### config.mk
export PLATFORM = sky130hd
export DESIGN_NAME = hazard_ctrl_flat
export DESIGN_NICKNAME = d
export VERILOG_FILES = /design/src/rtl/hazard_pkg.sv /design/src/rtl/hazard_ctrl_if.sv /design/src/rtl/hazard_perf_cnt.sv /design/src/rtl/hazard_ctrl.sv /design/src/flat_wrapper.sv
export SDC_FILE = /design/constraint.sdc
export NUM_CORES = 1
export LEC_CHECK = 0
export CORE_MARGIN = 2
export CORE_UTILIZATION = 37
export CTS_CLUSTER_DIAMETER = 40
export DETAILED_ROUTE_END_ITERATION = 12
export GPL_ROUTABILITY_DRIVEN = 0
export PLACE_DENSITY_LB_ADDON = 0.2
export SLEW_MARGIN = 15
export SYNTH_ARGS = -nofsm -noshare
export SYNTH_HDL_FRONTEND = slang
export SYNTH_SLANG_ARGS = --single-unit
export TNS_END_PERCENT = 1
### constraint.sdc
create_clock -name clk -period 3.71 [get_ports clk]
set_clock_uncertainty 0.05 [all_clocks]
set_input_delay 0.9275 -clock clk [delete_from_list [all_inputs] [get_ports clk]]
set_output_delay 0.9275 -clock clk [all_outputs]
set_load 0.02 [all_outputs]
### src/rtl/hazard_pkg.sv
`default_nettype none
// ============================================================================
// hazard_pkg : shared FSM encoding and register-match helper for hazard_ctrl
// Rev 1.0    : initial release
// ============================================================================
package hazard_pkg;

  typedef enum logic [1:0] {
    RUN      = 2'b00,
    MEM_WAIT = 2'b01,
    ERROR    = 2'b10
  } state_e;

  localparam logic [4:0] REG_ZERO = 5'd0;

  // $zero is hard-wired, so it never creates a dependency.
  function automatic logic reg_match(input logic [4:0] src,
                                     input logic       use_src,
                                     input logic [4:0] dst);
    return use_src && (src != REG_ZERO) && (src == dst);
  endfunction

endpackage
`default_nettype wire

### src/rtl/hazard_ctrl_if.sv
`default_nettype none
// ============================================================================
// hazard_ctrl_if : pipeline-status inputs and pipeline-control outputs
// Rev 1.0        : initial release
// ============================================================================
interface hazard_ctrl_if;

  logic [4:0]  id_rs;
  logic [4:0]  id_rt;
  logic        id_use_rs;
  logic        id_use_rt;
  logic        id_branch;
  logic        id_branch_taken;
  logic        id_jump;
  logic        id_jump_src;
  logic        ex_mem_read;
  logic        ex_reg_write;
  logic [4:0]  ex_wr_reg;
  logic        mem_mem_read;
  logic [4:0]  mem_wr_reg;
  logic        mem_access;
  logic        dmem_ready;

  logic        pc_we;
  logic        ifid_we;
  logic        idex_we;
  logic        exmem_we;
  logic        ifid_flush;
  logic        idex_flush;
  logic        memwb_bubble;
  logic        err;
  logic [31:0] stall_cnt;
  logic [31:0] flush_cnt;

  modport master (
    output id_rs, id_rt, id_use_rs, id_use_rt, id_branch, id_branch_taken,
           id_jump, id_jump_src, ex_mem_read, ex_reg_write, ex_wr_reg,
           mem_mem_read, mem_wr_reg, mem_access, dmem_ready,
    input  pc_we, ifid_we, idex_we, exmem_we, ifid_flush, idex_flush,
           memwb_bubble, err, stall_cnt, flush_cnt
  );

  modport slave (
    input  id_rs, id_rt, id_use_rs, id_use_rt, id_branch, id_branch_taken,
           id_jump, id_jump_src, ex_mem_read, ex_reg_write, ex_wr_reg,
           mem_mem_read, mem_wr_reg, mem_access, dmem_ready,
    output pc_we, ifid_we, idex_we, exmem_we, ifid_flush, idex_flush,
           memwb_bubble, err, stall_cnt, flush_cnt
  );

endinterface
`default_nettype wire

### src/rtl/hazard_perf_cnt.sv
`default_nettype none
// ============================================================================
// hazard_perf_cnt : 32-bit saturating event counter, cleared by reset
// Rev 1.0         : initial release
// ============================================================================
module hazard_perf_cnt (
  input  logic        clk,
  input  logic        reset,
  input  logic        inc_i,
  output logic [31:0] cnt_o
);

  logic [31:0] cnt_q;
  logic [31:0] cnt_d;

  always_comb begin
    cnt_d = cnt_q;
    if (inc_i && (cnt_q != 32'hFFFF_FFFF)) begin
      cnt_d = cnt_q + 32'd1;
    end
  end

  always_ff @(posedge clk) begin
    if (reset) begin
      cnt_q <= '0;
    end else begin
      cnt_q <= cnt_d;
    end
  end

  assign cnt_o = cnt_q;

endmodule
`default_nettype wire

### src/rtl/hazard_ctrl.sv
`default_nettype none
// ============================================================================
// hazard_ctrl : 5-stage MIPS stall/flush/freeze controller with dmem timeout
//               Perf counters built only when HAZARD_PERF_CNT_EN is defined.
// Rev 1.0     : initial release
// ============================================================================
module hazard_ctrl
  import hazard_pkg::*;
#(
  parameter int MEM_TIMEOUT = 15
) (
  input  logic         clk,
  input  logic         reset,
  hazard_ctrl_if.slave bus
);

  localparam logic [7:0] TIMEOUT_LIM = 8'(MEM_TIMEOUT);

  state_e     state_q;
  logic [7:0] wait_cnt_q;
  logic       err_q;

  logic ex_match;
  logic mem_match;
  logic lu_stall;
  logic br_stall;
  logic any_stall;
  logic freeze;
  logic xfer;

  assign ex_match  = reg_match(bus.id_rs, bus.id_use_rs, bus.ex_wr_reg)
                   | reg_match(bus.id_rt, bus.id_use_rt, bus.ex_wr_reg);
  assign mem_match = reg_match(bus.id_rs, bus.id_use_rs, bus.mem_wr_reg)
                   | reg_match(bus.id_rt, bus.id_use_rt, bus.mem_wr_reg);

  assign lu_stall  = bus.ex_mem_read && ex_match;
  // ID-stage compares need the operand itself, so a lw still in MEM also blocks.
  assign br_stall  = (bus.id_branch || (bus.id_jump && bus.id_jump_src))
                  && ((bus.ex_reg_write && ex_match) || (bus.mem_mem_read && mem_match));
  assign any_stall = lu_stall || br_stall;
  assign freeze    = (state_q != RUN) || (bus.mem_access && !bus.dmem_ready);
  assign xfer      = bus.id_jump || (bus.id_branch && bus.id_branch_taken);

  always_comb begin
    bus.pc_we        = 1'b1;
    bus.ifid_we      = 1'b1;
    bus.idex_we      = 1'b1;
    bus.exmem_we     = 1'b1;
    bus.ifid_flush   = xfer;
    bus.idex_flush   = 1'b0;
    bus.memwb_bubble = 1'b0;
    if (reset || freeze) begin
      bus.pc_we        = 1'b0;
      bus.ifid_we      = 1'b0;
      bus.idex_we      = 1'b0;
      bus.exmem_we     = 1'b0;
      bus.ifid_flush   = 1'b0;
      bus.memwb_bubble = 1'b1;
    end else if (any_stall) begin
      bus.pc_we      = 1'b0;
      bus.ifid_we    = 1'b0;
      bus.ifid_flush = 1'b0;
      bus.idex_flush = 1'b1;
    end
  end

  always_ff @(posedge clk) begin
    if (reset) begin
      state_q    <= RUN;
      wait_cnt_q <= '0;
      err_q      <= 1'b0;
    end else begin
      case (state_q)
        RUN: begin
          if (bus.mem_access && !bus.dmem_ready) begin
            state_q    <= MEM_WAIT;
            wait_cnt_q <= 8'd1;
          end else begin
            wait_cnt_q <= '0;
          end
        end
        MEM_WAIT: begin
          if (bus.dmem_ready) begin
            state_q    <= RUN;
            wait_cnt_q <= '0;
          end else if (wait_cnt_q == TIMEOUT_LIM) begin
            state_q <= ERROR;
            err_q   <= 1'b1;
          end else begin
            wait_cnt_q <= wait_cnt_q + 8'd1;
          end
        end
        ERROR: begin
          err_q <= 1'b1;
        end
        default: begin
          state_q <= ERROR;
          err_q   <= 1'b1;
        end
      endcase
    end
  end

  assign bus.err = err_q;

`ifdef HAZARD_PERF_CNT_EN
  logic stall_evt;
  assign stall_evt = freeze || any_stall;

  hazard_perf_cnt u_stall_cnt (
    .clk   (clk),
    .reset (reset),
    .inc_i (stall_evt),
    .cnt_o (bus.stall_cnt)
  );

  hazard_perf_cnt u_flush_cnt (
    .clk   (clk),
    .reset (reset),
    .inc_i (bus.ifid_flush),
    .cnt_o (bus.flush_cnt)
  );
`else
  assign bus.stall_cnt = '0;
  assign bus.flush_cnt = '0;
`endif

endmodule
`default_nettype wire
### src/flat_wrapper.sv
// flat-port wrapper written by rule: the top's interface ports become plain ports
module hazard_ctrl_flat import hazard_pkg::*;
#(
  parameter int MEM_TIMEOUT = 15
)
  (clk, reset, bus_id_rs, bus_id_rt, bus_id_use_rs, bus_id_use_rt, bus_id_branch, bus_id_branch_taken, bus_id_jump, bus_id_jump_src, bus_ex_mem_read, bus_ex_reg_write, bus_ex_wr_reg, bus_mem_mem_read, bus_mem_wr_reg, bus_mem_access, bus_dmem_ready, bus_pc_we, bus_ifid_we, bus_idex_we, bus_exmem_we, bus_ifid_flush, bus_idex_flush, bus_memwb_bubble, bus_err, bus_stall_cnt, bus_flush_cnt);
  hazard_ctrl_if bus_i ();
  input  logic clk;
  input  logic reset;
  input wire logic [$bits(bus_i.id_rs)-1:0] bus_id_rs;
  input wire logic [$bits(bus_i.id_rt)-1:0] bus_id_rt;
  input wire logic [$bits(bus_i.id_use_rs)-1:0] bus_id_use_rs;
  input wire logic [$bits(bus_i.id_use_rt)-1:0] bus_id_use_rt;
  input wire logic [$bits(bus_i.id_branch)-1:0] bus_id_branch;
  input wire logic [$bits(bus_i.id_branch_taken)-1:0] bus_id_branch_taken;
  input wire logic [$bits(bus_i.id_jump)-1:0] bus_id_jump;
  input wire logic [$bits(bus_i.id_jump_src)-1:0] bus_id_jump_src;
  input wire logic [$bits(bus_i.ex_mem_read)-1:0] bus_ex_mem_read;
  input wire logic [$bits(bus_i.ex_reg_write)-1:0] bus_ex_reg_write;
  input wire logic [$bits(bus_i.ex_wr_reg)-1:0] bus_ex_wr_reg;
  input wire logic [$bits(bus_i.mem_mem_read)-1:0] bus_mem_mem_read;
  input wire logic [$bits(bus_i.mem_wr_reg)-1:0] bus_mem_wr_reg;
  input wire logic [$bits(bus_i.mem_access)-1:0] bus_mem_access;
  input wire logic [$bits(bus_i.dmem_ready)-1:0] bus_dmem_ready;
  output wire logic [$bits(bus_i.pc_we)-1:0] bus_pc_we;
  output wire logic [$bits(bus_i.ifid_we)-1:0] bus_ifid_we;
  output wire logic [$bits(bus_i.idex_we)-1:0] bus_idex_we;
  output wire logic [$bits(bus_i.exmem_we)-1:0] bus_exmem_we;
  output wire logic [$bits(bus_i.ifid_flush)-1:0] bus_ifid_flush;
  output wire logic [$bits(bus_i.idex_flush)-1:0] bus_idex_flush;
  output wire logic [$bits(bus_i.memwb_bubble)-1:0] bus_memwb_bubble;
  output wire logic [$bits(bus_i.err)-1:0] bus_err;
  output wire logic [$bits(bus_i.stall_cnt)-1:0] bus_stall_cnt;
  output wire logic [$bits(bus_i.flush_cnt)-1:0] bus_flush_cnt;
  assign bus_i.id_rs = bus_id_rs;
  assign bus_i.id_rt = bus_id_rt;
  assign bus_i.id_use_rs = bus_id_use_rs;
  assign bus_i.id_use_rt = bus_id_use_rt;
  assign bus_i.id_branch = bus_id_branch;
  assign bus_i.id_branch_taken = bus_id_branch_taken;
  assign bus_i.id_jump = bus_id_jump;
  assign bus_i.id_jump_src = bus_id_jump_src;
  assign bus_i.ex_mem_read = bus_ex_mem_read;
  assign bus_i.ex_reg_write = bus_ex_reg_write;
  assign bus_i.ex_wr_reg = bus_ex_wr_reg;
  assign bus_i.mem_mem_read = bus_mem_mem_read;
  assign bus_i.mem_wr_reg = bus_mem_wr_reg;
  assign bus_i.mem_access = bus_mem_access;
  assign bus_i.dmem_ready = bus_dmem_ready;
  assign bus_pc_we = bus_i.pc_we;
  assign bus_ifid_we = bus_i.ifid_we;
  assign bus_idex_we = bus_i.idex_we;
  assign bus_exmem_we = bus_i.exmem_we;
  assign bus_ifid_flush = bus_i.ifid_flush;
  assign bus_idex_flush = bus_i.idex_flush;
  assign bus_memwb_bubble = bus_i.memwb_bubble;
  assign bus_err = bus_i.err;
  assign bus_stall_cnt = bus_i.stall_cnt;
  assign bus_flush_cnt = bus_i.flush_cnt;
  hazard_ctrl #(.MEM_TIMEOUT(MEM_TIMEOUT)) u_core (.clk(clk), .reset(reset), .bus(bus_i));
endmodule
Yosys cells after proc, flatten, opt, wreduce, memory -nomap -nowiden. Cells that the tools add are included.

Flip-flop bits (word level): 11. Output and inout port bits: 72.

Add/sub/neg operators: 1. Eq/ne operators: 12. Muxes and demuxes: 19. Bitwise operators: 4. Reductions and logical operators: 28.

Operator list (count): equality test 5 bit (4); 2-to-1 mux 8 bit (2); one-hot mux 8 bit (2 select lines) (1); logical AND 1 bit (13); 2-to-1 mux 1 bit (11); nonzero test 5 bit (2); adder 8 x 1 -> 8 bit, second input constant (1); equality test 8 x 4 -> 1 bit, second input constant (1); logical OR 1 bit (6); 2-to-1 mux 2 bit (3); one-hot mux 2 bit (3 select lines) (1); AND reduction 3 bit (2); != test 2 x 1 -> 1 bit, second input constant (2); nonzero test 2 bit (2); != test 3 x 2 -> 1 bit, second input constant (1); != test 3 bit, second input constant (1); equality test 2 x 1 -> 1 bit, second input constant (1); equality test 2 bit, second input constant (1); logical NOT 2 bit (1); != test 2 bit, second input constant (1); NOT 1 bit (2); OR 1 bit (2); one-hot mux 1 bit (2 select lines) (1); AND reduction 2 bit (1); logical NOT 1 bit (1).

Logic depth before layout (Yosys ltp).
Word-level depth: 10. Gate-level depth with buffers: 6. Mapped depth without buffers: 6.

Least setup slack after synthesis. OpenSTA, ideal clock, no wires.

Path type: input to output. Start point: input bus_id_rs[0]. End point: output bus_pc_we. Arrival: 2.232 ns. Slack: 0.500 ns. Stages on the path: 5. Path buffers: 1. Cell sequence: or4_1 o21ai_1 o22ai_2 nor2_1 buf_4.

Word-level cells in the longest chain between the ends: 10.

Ends and longest elaborated chain: start: declaration (RTL line flat_wrapper.sv:10) `input wire logic [$bits(bus_i.id_rs)-1:0] bus_id_rs;`; nonzero test 5 bit (RTL line hazard_pkg.sv:20) `return use_src && (src != REG_ZERO) && (src == dst);`; logical AND 1 bit (2 in series) (RTL line hazard_pkg.sv:20); OR 1 bit, on equally long branches (RTL line hazard_ctrl.sv:32, hazard_ctrl.sv:34); logical AND 1 bit (RTL line hazard_ctrl.sv:39) `&& ((bus.ex_reg_write && ex_match) || (bus.mem_mem_read && mem_match));`; logical OR 1 bit (RTL line hazard_ctrl.sv:39); logical AND 1 bit (RTL line hazard_ctrl.sv:39); logical OR 1 bit (*) (RTL line hazard_ctrl.sv:40) `assign any_stall = lu_stall || br_stall;`; 2-to-1 mux 1 bit (*) (2 in series); end: declaration (RTL line flat_wrapper.sv:25) `output wire logic [$bits(bus_i.pc_we)-1:0] bus_pc_we;`.

Every way passes the cells marked *; elsewhere a longest branch is shown, timed or not.

Final worst setup path.
Start point: input bus_id_rs[0]. End point: output bus_ifid_flush.

Word-level cells in the longest chain between the ends: 10.

Ends and longest elaborated chain: nonzero test 5 bit (RTL line hazard_pkg.sv:20); logical AND 1 bit (2 in series) (RTL line hazard_pkg.sv:20); OR 1 bit, on equally long branches (RTL line hazard_ctrl.sv:32, hazard_ctrl.sv:34); logical AND 1 bit (RTL line hazard_ctrl.sv:39); logical OR 1 bit (RTL line hazard_ctrl.sv:39); logical AND 1 bit (RTL line hazard_ctrl.sv:39); logical OR 1 bit (*) (RTL line hazard_ctrl.sv:40); 2-to-1 mux 1 bit (*) (RTL line hazard_ctrl.sv:59) `end else if (any_stall) begin`; 2-to-1 mux 1 bit (*) (RTL line hazard_ctrl.sv:52) `if (reset || freeze) begin`; end: declaration (RTL line flat_wrapper.sv:29) `output wire logic [$bits(bus_i.ifid_flush)-1:0] bus_ifid_flush;`.

Marked as above.

==> tab_implementation.tex <==
\begin{tabular}{lr}
\hline
Metric & Value \\
\hline
\multicolumn{2}{l}{\textbf{Setup path}} \\
Critical path startpoint category & input port \\
Critical path required time & 2730 ps \\
Max FO, Critical Path & 3 \\
WP data arrival & 2570 ps \\
Worst setup path start & bus\_id\_rs[0] \\
Count of cells along the worst register-to-register path & 5 \\
Reg2reg setup slack & 2080 ps \\
RR Endpoint & u\_core.wait\_cnt\_q[3] \\
Worst Setup End Kind & output port \\
Launching point of the worst reg2reg path & u\_core.wait\_cnt\_q[0] \\
Critical path start-end classification & input port to output port \\
\multicolumn{2}{l}{\textbf{STA}} \\
Final worst path period share & 0.9575 \\
Achievable clock frequency & 0.2815 GHz \\
Setup repair after global routing missed its margin & false \\
Final hold violation count & 0 \\
Hold\_ws & 425.6 ps \\
Number of setup violations in the final report & 0 \\
Slew at the pin with the worst max-slew slack & 522.7 ps \\
Tmin final & 3552 ps \\
Final slew viol count & 0 \\
Worst relative slew slack & 0.6508 \\
Final worst-path setup slack & 157.6 ps \\
\multicolumn{2}{l}{\textbf{Placement}} \\
Post-Place Worst Slack & -311.0 ps \\
Number of buffers added on ports & 40 \\
HPWL after detailed placement & 2.114 mm \\
Area after DPL & 1605 sq um \\
\multicolumn{2}{l}{\textbf{Run}} \\
Number of violations of the max-capacitance limit & 0 \\
\multicolumn{2}{l}{\textbf{Layout}} \\
Fill cell total of the finished layout & 380 \\
Proportion of layout cells with a drive suffix above 1 & 0.1075 \\
Combined area of the multi-input logic cells & 872.1 sq um \\
Diode count & 0 \\
Synthesis-to-finish area growth & 19.98\% \\
Most common cell after layout, fill and taps aside & sky130\_fd\_sc\_hd\_\_conb\_1 \\
Net count, final & 249 \\
Post-Layout Inst Area & 1630 sq um \\
Highest-count cells in the layout ignoring fill and taps & sky130\_fd\_sc\_hd\_\_conb\_1, sky130\_fd\_sc\_hd\_\_clkdlybuf4s50\_1, sky130\_fd\_sc\_hd\_\_xor2\_1 \\
Sequential cell area & 220.2 sq um \\
\multicolumn{2}{l}{\textbf{Power}} \\
Sw Ratio & 0.3640 \\
Total design power & 396.3 uW \\
Max VDD drop & 0.0001820 V \\
Cell area power density & 243.1 nW/um\^{}2 \\
Leakage power & 0.0007183 uW \\
Proportion of power drawn by flip-flops and latches & 0.305 \\
Share of power burned in combinational logic & 0.392 \\
Net switching component of the power & 144.2 uW \\
Power Internal & 252.0 uW \\
Fraction of power consumed by the clock network & 0.304 \\
\multicolumn{2}{l}{\textbf{Floorplanning}} \\
Core Area & 3606 sq um \\
Die Footprint & 4173 sq um \\
Height of the chip & 64.60 um \\
Ports & 105 \\
Row Count & 22 \\
DIE WIDTH & 64.60 um \\
Effective utilization at floorplan & 0.3768 \\
\multicolumn{2}{l}{\textbf{Synthesis}} \\
Post-Synthesis Mean Instance Area & 8.137 sq um \\
Cell types with the largest area share after synthesis & sky130\_fd\_sc\_hd\_\_buf\_4, sky130\_fd\_sc\_hd\_\_dfxtp\_1, sky130\_fd\_sc\_hd\_\_xor2\_1, sky130\_fd\_sc\_hd\_\_nor2\_1, sky130\_fd\_sc\_hd\_\_nor3\_1 \\
Number of synthesized register bits & 11 \\
Top cell type by total area after synthesis & sky130\_fd\_sc\_hd\_\_buf\_4 \\
Cell count after synthesis & 167 \\
Netlist Area Pre-Place & 1359 sq um \\
Warnings, synthesis & 0 \\
Yosys top cell area share & 0.3646 \\
Share of the yosys chip area belonging to registers & 0.1621 \\
Number of unique standard cell types used by synthesis & 36 \\
\multicolumn{2}{l}{\textbf{Clock network}} \\
Number of buffers on the longest clock path & 2 \\
Clock root buffer & sky130\_fd\_sc\_hd\_\_clkbuf\_8 \\
Register clock-pin slew on the reported worst setup and hold paths & 50 ps \\
Hold buffer count at CTS & 0 \\
CTS H-tree depth & 1 \\
TritonCTS clock tree & yes \\
Total number of clock tree sinks & 11 \\
Clock latency reported for the late side of the worst-skew pair & 240 ps \\
Total clock buffers created by CTS & 3 \\
\multicolumn{2}{l}{\textbf{Global route}} \\
Number of antenna violations at the first check in global routing & 0 \\
Vias in the first global route & 937 \\
Remaining global-route overflow & 0 \\
First-pass GRT wire length & 3.850 mm \\
Total Routing Usage GR & 0.1141 \\
Largest net degree at the start of global routing & 8 \\
\multicolumn{2}{l}{\textbf{Hold path}} \\
Worst hold path stage count & 2 \\
Launch instance of the worst min-delay path & u\_core.bus.err \\
Terminating pin of the worst hold path & u\_core.bus.err \\
Min-Delay Path Class & flip-flop to flip-flop \\
\multicolumn{2}{l}{\textbf{Route}} \\
Iter 0 DRT Violations & 31 \\
Vias & 1029 \\
TritonRoute pass-1 iters & 4 \\
Post-detailed-route via-to-cell ratio & 3.927 \\
DRC violation count after routing & 0 \\
Residual antenna-violating net count after detailed routing & 0 \\
Wire length per cell after detailed routing & 9.183 um \\
Post-detailed-routing wire length & 2.406 mm \\
\multicolumn{2}{l}{\textbf{Outcome}} \\
Status & finished clean \\
\hline
\end{tabular}
state kept, by name, summed over array words and instances, names as in the netlist:
register,count
u_core.bus.err,1
u_core.state_q,2
u_core.wait_cnt_q,8
final cells by class:
| cell class | count | area share |
|---|---|---|
| clock buffer | 4 | 0.02763 |
| inverter | 2 | 0.004605 |
| multi-input combinational | 151 | 0.5349 |
| sequential | 11 | 0.1351 |
| tap | 48 | 0.03684 |
| timing repair buffer | 46 | 0.2609 |
kinds of logic after synthesis:
group / synth area share
fa+ha+maj: 0.009207
other cells: 0.002760
simple gates: 0.1851
mux: 0.007367
buf+inv: 0.3702
compound gates: 0.1022
flops: 0.1621
xor+xnor: 0.1611
routing by layer:
layer	track usage	vias up	share of wire	wire length, um
met1	0.1251	451	0.39	930
li1	-	525	-	-
met4	0.04255	0	0.021	51
met3	0.02778	4	0.090	217
met2	0.2109	49	0.50	1206
met5	0	-	0	0
worst max-delay path, stage by stage:
cell	delay, ps
sky130_fd_sc_hd__clkdlybuf4s50_1	470
sky130_fd_sc_hd__or4_1	540
sky130_fd_sc_hd__o21ai_1	180
sky130_fd_sc_hd__o22ai_2	130
sky130_fd_sc_hd__nor3_2	150
sky130_fd_sc_hd__buf_2	180
metrics by stage:
| step | util | setup TNS (ps) | cells |
|---|---|---|---|
| after global placement | 0.4452 | -1158 | 258 |
| after floorplan | - | 0 | 230 |
| final | 0.4521 | 0 | 262 |
| after CTS | 0.4570 | -6.058 | 262 |
| after global routing | 0.4521 | 0 | 262 |
| after detailed placement | 0.4452 | -1128 | 258 |
cells in the mapped netlist, drive strengths merged:
cell type	n
conb	1
a21oi	4
a32oi	1
xnor2	3
a31oi	1
nor2b	1
nand2	3
dfxtp	11
and2	3
nand3b	1
nand4	1
ha	1
nor3	8
a22oi	2
a211oi	3
nor2	13
or3	2
nor4b	2
o21ai	5
nand3	2
nor4	1
and3	2
o22ai	1
xor2	22
inv	2
o21bai	1
mux2i	1
or4	2
a31o	1
buf	66
worst max-delay path by stage:
stage                      to  slack [ps]  cells after the start
6_report       bus_ifid_flush         160                      6
5_1_grt           bus_ifid_we          60                      6
4_1_cts        bus_idex_flush          -6                      6
3_5_place_dp   bus_ifid_flush        -310                      6
3_3_place_gp   bus_ifid_flush        -320                      6
2_1_floorplan       bus_pc_we         500                      5
power groups by stage:
stage	logic (uW)	registers, uW	clock network (uW)
3_5_place_dp	157	123	0
3_3_place_gp	158	123	0
4_1_cts	156	121	125
6_report	155	121	120
5_1_grt	169	121	131
2_1_floorplan	147	123	0
what timing repair did:
item / 4_1_cts / 5_1_grt
buffers inserted: 0 / 0
cloned: 0 / 0
gates resized for setup: 6 / 7
endpoints found under the setup margin: 4 / 4
Note: power is estimated with default switching activity, not from simulation.
